## src/rtl/timer_pkg.sv

```systemverilog
// rtl/timer_pkg.sv - register offsets, CTRL bit positions and byte-merge helper for the interval timer
package timer_pkg;

    typedef enum logic [1:0] {
        TMR_CTRL    = 2'd0,
        TMR_COUNT   = 2'd1,
        TMR_COMPARE = 2'd2,
        TMR_CAPTURE = 2'd3
    } tmr_reg_e;

    localparam int CTRL_EN     = 0;
    localparam int CTRL_AR     = 1;
    localparam int CTRL_IE     = 2;
    localparam int CTRL_PS_LSB = 8;
    localparam int CTRL_CAPT   = 30;
    localparam int CTRL_EXP    = 31;

    // Replace only the bytes whose enable is set; the rest keep their old value.
    function automatic logic [31:0] byte_merge(input logic [31:0] old_val,
                                               input logic [31:0] new_val,
                                               input logic [3:0]  be);
        logic [31:0] merged;
        merged = old_val;
        for (int i = 0; i < 4; i++) begin
            if (be[i]) merged[8*i +: 8] = new_val[8*i +: 8];
        end
        return merged;
    endfunction

endpackage

```

## src/rtl/timer_if.sv

```systemverilog
// rtl/timer_if.sv - I/O controller bus slave port of the interval timer
// Signals: read/write strobes, address (word select), data_in, be (byte enables),
//          data_out (read data), interrupt (level).
interface timer_if;
    logic        read;
    logic        write;
    logic [1:0]  address;
    logic [31:0] data_in;
    logic [3:0]  be;
    logic [31:0] data_out;
    logic        interrupt;

    modport master (
        output read, write, address, data_in, be,
        input  data_out, interrupt
    );

    modport slave (
        input  read, write, address, data_in, be,
        output data_out, interrupt
    );
endinterface

```

## src/rtl/timer_prescaler.sv

```systemverilog
// rtl/timer_prescaler.sv - reloading down-counter producing the timer tick
// Ports: clk, rst_n (async active-low), prescale (reload value), enable,
//        clear (forces the divider to 0), tick (one-cycle pulse).
module timer_prescaler #(
    parameter int PRESCALE_BITS = 8
) (
    input  logic                     clk,
    input  logic                     rst_n,
    input  logic [PRESCALE_BITS-1:0] prescale,
    input  logic                     enable,
    input  logic                     clear,
    output logic                     tick
);

    logic [PRESCALE_BITS-1:0] cnt;

    // A cleared divider ticks on the first enabled cycle, then every prescale+1 cycles.
    assign tick = enable && (cnt == '0);

    always_ff @(posedge clk or negedge rst_n) begin
        if (!rst_n) begin
            cnt <= '0;
        end else if (clear || !enable) begin
            cnt <= '0;
        end else if (tick) begin
            cnt <= prescale;
        end else begin
            cnt <= cnt - PRESCALE_BITS'(1);
        end
    end

endmodule

```

## src/rtl/timer_module.sv

```systemverilog
// rtl/timer_module.sv - memory-mapped prescaled interval timer with compare match
// Ports: clk, rst_n (async active-low), bus (timer_if.slave: read, write, address,
//        data_in, be, data_out, interrupt), capture_in (async capture pin).
// Build option: TIMER_CAPTURE_EN adds the synchronised capture pin, CAPTURE register
//        and CTRL[30] flag; without it capture_in is ignored and both read 0.
module timer_module
    import timer_pkg::*;
#(
    parameter int WIDTH         = 32,
    parameter int PRESCALE_BITS = 8
) (
    input  logic   clk,
    input  logic   rst_n,
    timer_if.slave bus,
    input  logic   capture_in
);

    logic                     ctrl_en, ctrl_ar, ctrl_ie;
    logic [PRESCALE_BITS-1:0] ctrl_ps;
    logic                     flag_exp, flag_capt;
    logic [WIDTH-1:0]         count_q, compare_q, capture_q;
    logic                     ctrl_wr, count_wr, compare_wr;
    logic                     tick, match;
    logic [31:0]              count_ext, compare_ext, capture_ext;
    logic [31:0]              count_wdata, compare_wdata, rdata;
    logic                     unused_read;

    // Reads are side-effect free, so the read strobe carries no information here.
    assign unused_read = bus.read;

    assign ctrl_wr    = bus.write && (bus.address == TMR_CTRL);
    assign count_wr   = bus.write && (bus.address == TMR_COUNT);
    assign compare_wr = bus.write && (bus.address == TMR_COMPARE);

    always_comb begin
        count_ext   = '0;
        compare_ext = '0;
        capture_ext = '0;
        count_ext[WIDTH-1:0]   = count_q;
        compare_ext[WIDTH-1:0] = compare_q;
        capture_ext[WIDTH-1:0] = capture_q;
    end

    assign count_wdata   = byte_merge(count_ext, bus.data_in, bus.be);
    assign compare_wdata = byte_merge(compare_ext, bus.data_in, bus.be);

    timer_prescaler #(.PRESCALE_BITS(PRESCALE_BITS)) u_prescaler (
        .clk      (clk),
        .rst_n    (rst_n),
        .prescale (ctrl_ps),
        .enable   (ctrl_en),
        .clear    (ctrl_wr),
        .tick     (tick)
    );

    assign match = tick && (count_q == compare_q);

    // CTRL and expired flag; a software enable write outranks the one-shot clear,
    // and a hardware set of expired outranks a same-cycle W1C.
    always_ff @(posedge clk or negedge rst_n) begin
        if (!rst_n) begin
            ctrl_en  <= 1'b0;
            ctrl_ar  <= 1'b0;
            ctrl_ie  <= 1'b0;
            ctrl_ps  <= '0;
            flag_exp <= 1'b0;
        end else begin
            if (ctrl_wr && bus.be[0]) begin
                ctrl_en <= bus.data_in[CTRL_EN];
                ctrl_ar <= bus.data_in[CTRL_AR];
                ctrl_ie <= bus.data_in[CTRL_IE];
            end else if (match && !ctrl_ar) begin
                ctrl_en <= 1'b0;
            end
            if (ctrl_wr && bus.be[1]) begin
                ctrl_ps <= bus.data_in[CTRL_PS_LSB +: PRESCALE_BITS];
            end
            flag_exp <= match | (flag_exp & ~(ctrl_wr & bus.be[3] & bus.data_in[CTRL_EXP]));
        end
    end

    // COUNT: a software write outranks both increment and auto-reload.
    always_ff @(posedge clk or negedge rst_n) begin
        if (!rst_n) begin
            count_q   <= '0;
            compare_q <= '0;
        end else begin
            if (count_wr) begin
                count_q <= count_wdata[WIDTH-1:0];
            end else if (tick) begin
                if (match) begin
                    if (ctrl_ar) count_q <= '0;
                end else begin
                    count_q <= count_q + WIDTH'(1);
                end
            end
            if (compare_wr) begin
                compare_q <= compare_wdata[WIDTH-1:0];
            end
        end
    end

`ifdef TIMER_CAPTURE_EN
    logic [2:0] cap_sync;
    logic       cap_edge;

    // Two flops for metastability, the third remembers the previous level.
    assign cap_edge = cap_sync[1] & ~cap_sync[2];

    always_ff @(posedge clk or negedge rst_n) begin
        if (!rst_n) begin
            cap_sync  <= '0;
            flag_capt <= 1'b0;
            capture_q <= '0;
        end else begin
            cap_sync  <= {cap_sync[1:0], capture_in};
            flag_capt <= cap_edge | (flag_capt & ~(ctrl_wr & bus.be[3] & bus.data_in[CTRL_CAPT]));
            if (cap_edge) capture_q <= count_q;
        end
    end
`else
    logic unused_capture_in;
    assign unused_capture_in = capture_in;
    assign flag_capt         = 1'b0;
    assign capture_q         = '0;
`endif

    always_comb begin
        rdata = '0;
        case (bus.address)
            TMR_CTRL: begin
                rdata[CTRL_EN]                        = ctrl_en;
                rdata[CTRL_AR]                        = ctrl_ar;
                rdata[CTRL_IE]                        = ctrl_ie;
                rdata[CTRL_PS_LSB +: PRESCALE_BITS]   = ctrl_ps;
                rdata[CTRL_CAPT]                      = flag_capt;
                rdata[CTRL_EXP]                       = flag_exp;
            end
            TMR_COUNT:   rdata = count_ext;
            TMR_COMPARE: rdata = compare_ext;
            TMR_CAPTURE: rdata = capture_ext;
            default:     rdata = '0;
        endcase
    end

    assign bus.data_out  = rdata;
    assign bus.interrupt = ctrl_ie & (flag_exp | flag_capt);

endmodule

```

## src/flat_wrapper.sv

```systemverilog
// flat-port wrapper written by rule: the top's interface ports become plain ports
module timer_module_flat import timer_pkg::*;
#(
    parameter int WIDTH         = 32,
    parameter int PRESCALE_BITS = 8
)
  (clk, rst_n, capture_in, bus_read, bus_write, bus_address, bus_data_in, bus_be, bus_data_out, bus_interrupt);
  timer_if bus_i ();
  input  logic clk;
  input  logic rst_n;
  input  logic capture_in;
  input wire logic [$bits(bus_i.read)-1:0] bus_read;
  input wire logic [$bits(bus_i.write)-1:0] bus_write;
  input wire logic [$bits(bus_i.address)-1:0] bus_address;
  input wire logic [$bits(bus_i.data_in)-1:0] bus_data_in;
  input wire logic [$bits(bus_i.be)-1:0] bus_be;
  output wire logic [$bits(bus_i.data_out)-1:0] bus_data_out;
  output wire logic [$bits(bus_i.interrupt)-1:0] bus_interrupt;
  assign bus_i.read = bus_read;
  assign bus_i.write = bus_write;
  assign bus_i.address = bus_address;
  assign bus_i.data_in = bus_data_in;
  assign bus_i.be = bus_be;
  assign bus_data_out = bus_i.data_out;
  assign bus_interrupt = bus_i.interrupt;
  timer_module #(.WIDTH(WIDTH), .PRESCALE_BITS(PRESCALE_BITS)) u_core (.clk(clk), .rst_n(rst_n), .bus(bus_i), .capture_in(capture_in));
endmodule
```

## config.mk

```make
export PLATFORM = sky130hd
export DESIGN_NAME = timer_module_flat
export DESIGN_NICKNAME = d
export VERILOG_FILES = /design/src/rtl/timer_pkg.sv /design/src/rtl/timer_if.sv /design/src/rtl/timer_prescaler.sv /design/src/rtl/timer_module.sv /design/src/flat_wrapper.sv
export SDC_FILE = /design/constraint.sdc
export NUM_CORES = 1
export LEC_CHECK = 0
export ABC_AREA = 1
export ABC_CLOCK_PERIOD_IN_PS = 2330
export CORE_ASPECT_RATIO = 1.5
export CORE_MARGIN = 2
export CORE_UTILIZATION = 40
export DETAILED_ROUTE_END_ITERATION = 7
export DONT_BUFFER_PORTS = 1
export GPL_ROUTABILITY_DRIVEN = 0
export GPL_TIMING_DRIVEN = 0
export SYNTH_ARGS = -nofsm -noshare
export SYNTH_HDL_FRONTEND = slang
export SYNTH_SLANG_ARGS = --single-unit
export TNS_END_PERCENT = 1
```

## constraint.sdc

```tcl
create_clock -name clk -period 2.33 [get_ports clk]
set_input_delay 0.466 -clock clk [delete_from_list [all_inputs] [get_ports clk]]
set_output_delay 0.466 -clock clk [all_outputs]
set_load 0.005 [all_outputs]
```

==> Yosys cells after proc, flatten, opt, wreduce, memory -nomap -nowiden <==
Cells that the tools add are included.
{ "word_totals": {"register_bits": 84, "mem_bits_rw": 0, "mem_count": 0, "mem_bits_ro": 0, "word_cells": 71, "output_inout_bits": 33, "latchBits": 0} }
{ "classes": {"magnitude_cmp": 0, "reduce_logical": 23, "div_mod_pow": 0, "add_sub_neg": 2, "shift": 0, "n_bitwise": 6, "n_mux": 17, "n_mul": 0, "n_eq_ne": 9} }
{ "op_table": {"columns": ["op", "count"], "rows": [
  ["$mux W32", 4],
  ["$mux W8", 6],
  ["$add A32 B1 Y32 const B", 1],
  ["$eq A32 B32 Y1", 1],
  ["$pmux W8 S4", 1],
  ["$pmux W14 S2", 1],
  ["$pmux W3 S4", 1],
  ["$reduce_and A3 Y1", 4],
  ["$pmux W5 S2", 1],
  ["$logic_and A1 B1 Y1", 8],
  ["$logic_not A8 Y1", 1],
  ["$ne A2 B2 Y1 const B", 4],
  ["$pmux W2 S4", 1],
  ["$reduce_and A2 Y1", 4],
  ["$sub A8 B1 Y8 const B", 1],
  ["$and A1 B1 Y1", 4],
  ["$eq A2 B2 Y1 const B", 2],
  ["$reduce_bool A2 Y1", 2],
  ["$ne A3 B1 Y1 const B", 1],
  ["$eq A2 B1 Y1 const B", 1],
  ["$logic_not A1 Y1", 2],
  ["$logic_not A2 Y1", 1],
  ["$mux W1", 2],
  ["$logic_or A1 B1 Y1", 1],
  ["other kinds (2)", 2]
]} }

==> Depth between registers and ports, before layout <==
{ "depth": {"ltp_word": 7, "depth_mapped": 15, "depth_no_buf": 13} }

==> Hierarchy <==
Synthesis repeated with hierarchy kept, for this count alone.
{ "hier_totals": {"hier_cells": 1034, "hier_area_um2": 6284.8} }
{ "by_module_without_submodules": {"columns": ["mod", "area_per_inst_um2", "cells_each", "seq_area_each_um2", "n_inst"], "rows": [
  ["timer_module", 5730.5, 949, 1901.8, 1],
  ["timer_prescaler", 554.3, 85, 200.2, 1]
]} }

==> Least setup slack after synthesis <==
No wires, ideal clock.
{ "synth_timing": {"path_type": "input -> output", "from": "input port bus_address[0]", "to": "output port bus_data_out[11]", "setup_slack_ns": 0.402, "t_required_ns": 1.864, "cell_stages": 6, "arrival_ns": 1.462, "cell_sequence": "inv_1 > ha_1 > clkbuf_1 > clkbuf_1 > a21oi_1 > a22oi_1"} }
{ "synth_between": {"elab_chain_len": 2, "word_cells_on_any_way": 5} }
{ "synth_lines": {"columns": ["item", "line", "text"], "rows": [
  ["start, declared", "flat_wrapper.sv:14", "input wire logic [$bits(bus_i.address)-1:0] bus_address;"],
  ["$eq A2 B2 Y1, or another cell as far along", "timer_module.sv:130", "case (bus.address)"],
  ["$pmux W8 S4 (*)", "timer_module.sv:130", null],
  ["end, declared", "flat_wrapper.sv:17", "output wire logic [$bits(bus_i.data_out)-1:0] bus_data_out;"]
]} }
Mark *: on every way between the ends. The rest lies on a longest branch, timed or not.

==> Worst setup path in the final report <==
{ "layout_timing": {"from": "register u_core.u_prescaler.cnt[0]", "to": "register u_core.count_q[19], in the netlist u_core.count_ext[19]"} }
{ "layout_between": {"elab_chain_len": 6, "word_cells_on_any_way": 9} }
{ "layout_lines": {"columns": ["item", "line", "text"], "rows": [
  ["start, declared", "timer_prescaler.sv:15", "logic [PRESCALE_BITS-1:0] cnt;"],
  ["start signal, assigned", "timer_prescaler.sv:26", "cnt <= prescale;"],
  ["start signal, assigned", "timer_prescaler.sv:28", "cnt <= cnt - PRESCALE_BITS'(1);"],
  ["$logic_not A8 Y1 (*)", "timer_prescaler.sv:18", "assign tick = enable && (cnt == '0);"],
  ["$logic_and A1 B1 Y1 (*)", "timer_prescaler.sv:18", null],
  ["$logic_and A1 B1 Y1", "timer_module.sv:56", "assign match = tick && (count_q == compare_q);"],
  ["$mux W32", "timer_module.sv:91", "if (match) begin"],
  ["$mux W32", "timer_module.sv:90", "end else if (tick) begin"],
  ["$mux W32", "timer_module.sv:88", "if (count_wr) begin"],
  ["end signal, assigned", "timer_module.sv:89", "count_q <= count_wdata[WIDTH-1:0];"],
  ["end signal, assigned", "timer_module.sv:94", "count_q <= count_q + WIDTH'(1);"],
  ["end, declared", "timer_module.sv:21", "logic [WIDTH-1:0] count_q, compare_q, capture_q;"]
]} }
Mark *: on every way between the ends. The rest lies on a longest branch, timed or not. The select of a mux whose other input is x is not followed.
A chain may end at the register's enable or synchronous reset.

==> results.py <==
metrics = {
    "run_status": {
        "violations": "negative hold slack",
        "status": "finished, violations left",
    },
    "setup_path": {
        "r2r-start": "u_core.u_prescaler.cnt[0]",
        "endpoint_kind": "flip-flop",
        "crit_start": "u_core.u_prescaler.cnt[0]",
        "worstRegToRegCells": 13,
        "reg2reg_slack_ns": 0.09,
        "worstPathMaxFanout": 10,
        "worst_setup_path_start_kind": "flip-flop",
        "timing.critical_path.mode_cell": "nand2_1",
        "path_class": "flip-flop to flip-flop",
        "worstReg2RegEnd": "u_core.count_ext[19]",
        "crit_chain": "inv_2 -> ha_2 -> nand2_1 -> nor3b_4 -> nand4_2 -> buf_6 -> nor2_4 -> nand3_4 -> nand2_8 -> buf_6 -> nand2_4 -> nand2_1 -> nand2_1",
        "critPathArrivalTime_ns": 2.48,
        "crit_required_ns": 2.57,
        "cp_slowest_cell": "dfrtp_1",
        "endpoint": "u_core.count_ext[19]",
        "max_stage_delay_ns": 0.39,
    },
    "global_route": {
        "antenna_found_initial": 0,
        "grt-ovfl-total": 0,
        "grt_pass1_wl_um": 32390,
        "grt_use_total": 0.2582,
        "grt_pass1_vias": 5792,
        "grt_max_degree": 85,
    },
    "power": {
        "p_leak_nw": 3.416,
        "ir_worst_vdd_uv": 449.8,
        "p_total_mw": 7.157,
        "power_density_nw_per_um2": 1052,
    },
    "routing": {
        "dr.pass1.iters": 5,
        "postRouteAntennaNets": 0,
        "post_drt_wl_per_cell_um": 17.57,
        "dr_total_vias": 6090,
        "drt_iter0_drc": 400,
        "wl_um": 20950,
        "routed_via_density": 5.109,
        "drc": 0,
    },
    "clock_tree": {
        "htree_levels": 3,
        "clock-sinks": 84,
        "cts_tree": "built",
        "clock_latency_ns": 0.35,
        "numCtsBuffers": 9,
        "cts_buffer_depth": 2,
        "path_clk_slew_ns": 0.06,
        "cts-root-buf": "clkbuf_16",
    },
    "synth": {
        "yosys-top-cells-area": "dfrtp_1 (34%), nand2_1 (24%), nand3_1 (7.0%), nor2_1 (5.6%), inv_1 (5.5%)",
        "syn_area_um2": 6143,
        "async_flop_share": 1.000,
        "ys_warn_count": 0,
        "yosysSeqAreaShare": 0.3422,
        "yosysTopAreaCell": "dfrtp_1",
        "syn_nets": 1019,
        "ys_types": 38,
        "synth_flop_cell": "dfrtp_1",
        "yosys.area.top_type_share": 0.3422,
        "syn_inst": 970,
        "syn_area_per_cell_um2": 6.333,
        "yosysMostFrequentCell": "nand2_1",
        "synth_edf_count": 0,
        "ys_ff_latch": 84,
        "synth_common_cells": "nand2_1 (398), nor2_1 (91), inv_1 (90)",
    },
    "floorplanning": {
        "core_area_um2": 15070,
        "row_count": 55,
        "die-area_um2": 16390,
        "die_w_um": 105.2,
        "dieHeight_um": 155.8,
        "io_pins": 76,
        "initial_core_util": 0.4076,
    },
    "placed_design": {
        "place_inst": 1169,
        "port_buffers": 0,
        "hpwl_um": 15910,
    },
    "final_layout": {
        "drive_gt1_frac": 0.07855,
        "areaGrowthSynthToFinish_pct": 10.75,
        "fillCellCount": 1659,
        "diodes": 0,
        "final_cells": 1192,
        "final_util": 0.4515,
        "nets": 1037,
    },
    "sta": {
        "tightest_slew_ns": 0.6307,
        "relSlewSlack": 0.5795,
        "drv_slew": 0,
        "clock_skew_ns": 0.005529,
        "rsz0062_at_grt": "no",
        "finalSetupViolCount": 0,
        "finalCriticalPeriod_ns": 2.235,
        "hold_viol": 84,
        "period_share": 0.9593,
        "fmax_mhz": 447.4,
        "worst_hold_slack_ns": -0.1899,
    },
    "min_path": {
        "min_path_type": "input pin to async pin",
    },
    "job": {
        "maxCapViolCount": 0,
    },
}
report_power, final:
part,internal (mW),leakage [nW],switching (mW)
combinational,1.28,2.23,2.10
clock,0.723,0.136,0.641
sequential,1.92,1.05,0.490
registers in the layout, summed over array words and instances, names as in the netlist:
register and count:
u_core.ctrl_ar 1, u_core.ctrl_ie 1, u_core.flag_exp 1, u_core.u_prescaler.cnt 8, u_core.ctrl_en 1, u_core.ctrl_ps 8, u_core.compare_ext 32, u_core.count_ext 32
critical path: cells and delay by family, from the launching register on:
family / cells / cell delay [ns]
fa+ha+maj: 1 / 0.20
buf+inv: 3 / 0.40
flops: 1 / 0.39
simple gates: 9 / 1.12
per-layer routing:
metal	GRT usage	vias to the layer above	routed length (µm)
li1	-	3054	-
met1	0.3031	2797	8345
met2	0.4578	195	10610
met3	0.04887	44	1207
met4	0.1079	0	782
met5	0	-	0
how the worst min path moves through the flow:
stage | endpoint | slack, ns | depth (start not counted)
after global placement | u_core.compare_ext[7] | 0.18 | 0
after detailed placement | u_core.compare_ext[7] | 0.17 | 0
after CTS | u_core.compare_ext[7] | -0.19 | 0
after global routing | u_core.compare_ext[4] | -0.20 | 0
final | u_core.compare_ext[7] | -0.19 | 0
after floorplan | u_core.compare_ext[0] | 0.17 | 0
cells in the final DEF (no fill, tap or decap), drive strengths merged:
master / count
a21o: 1
nand3b: 1
o211ai: 1
ha: 6
mux2: 7
and3: 1
o211a: 1
inv: 95
o21ai: 31
o22ai: 1
xnor2: 16
nand2: 403
nor3b: 1
nor2: 96
nor3: 4
and2: 1
clkbuf: 39
a21oi: 58
buf: 22
nand4: 3
dfrtp: 84
clkinv: 9
a22oi: 2
o21a: 1
nand3: 88
xor2: 21
stage by stage:
stage	instance area, µm²	hold WS [ns]	worst slack [ns]	setup TNS, ns
after detailed placement	6392	0.1747	-0.2600	-5.183
after floorplan	6143	0.1704	0.4017	0
final	6804	-0.1899	0.09485	0
after CTS	6675	-0.1948	0.04227	0
after global routing	6804	-0.2016	0.002574	0
after global placement	6392	0.1751	-0.2103	-3.934
cell type report:
cell class | instances | area, µm² | share of cell area
buffer | 44 | 249.0 | 0.03659
multi-input combinational | 744 | 3496 | 0.5138
sequential | 84 | 2102 | 0.3089
clock buffer | 10 | 229.0 | 0.03365
timing repair buffer | 7 | 68.82 | 0.01011
clock inverter | 6 | 41.29 | 0.006068
tap | 199 | 249.0 | 0.03659
inverter | 98 | 369.1 | 0.05425
cell families (layout without fill, tap and decap cells):
logic type,count (synthesis),after routing,synth area share
AND/OR/NAND/NOR,598,598,0.4035
buffers and inverters,142,165,0.09531
AO/OA/AOI/OAI,96,96,0.08126
flip-flops,84,84,0.3422
XOR/XNOR,37,37,0.05275
multiplexers,7,7,0.01283
adder cells (fa/ha/maj),6,6,0.01222
what timing repair did:
| item | CTS | global route |
|---|---|---|
| pin swaps | 0 | 3 |
| hold endpoints to repair | 84 | 84 |
| setup endpoints to repair | 32 | 32 |
| gates resized for setup | 9 | 23 |
| buffers inserted | 0 | 7 |
Note: power is estimated with default switching activity, not from simulation.
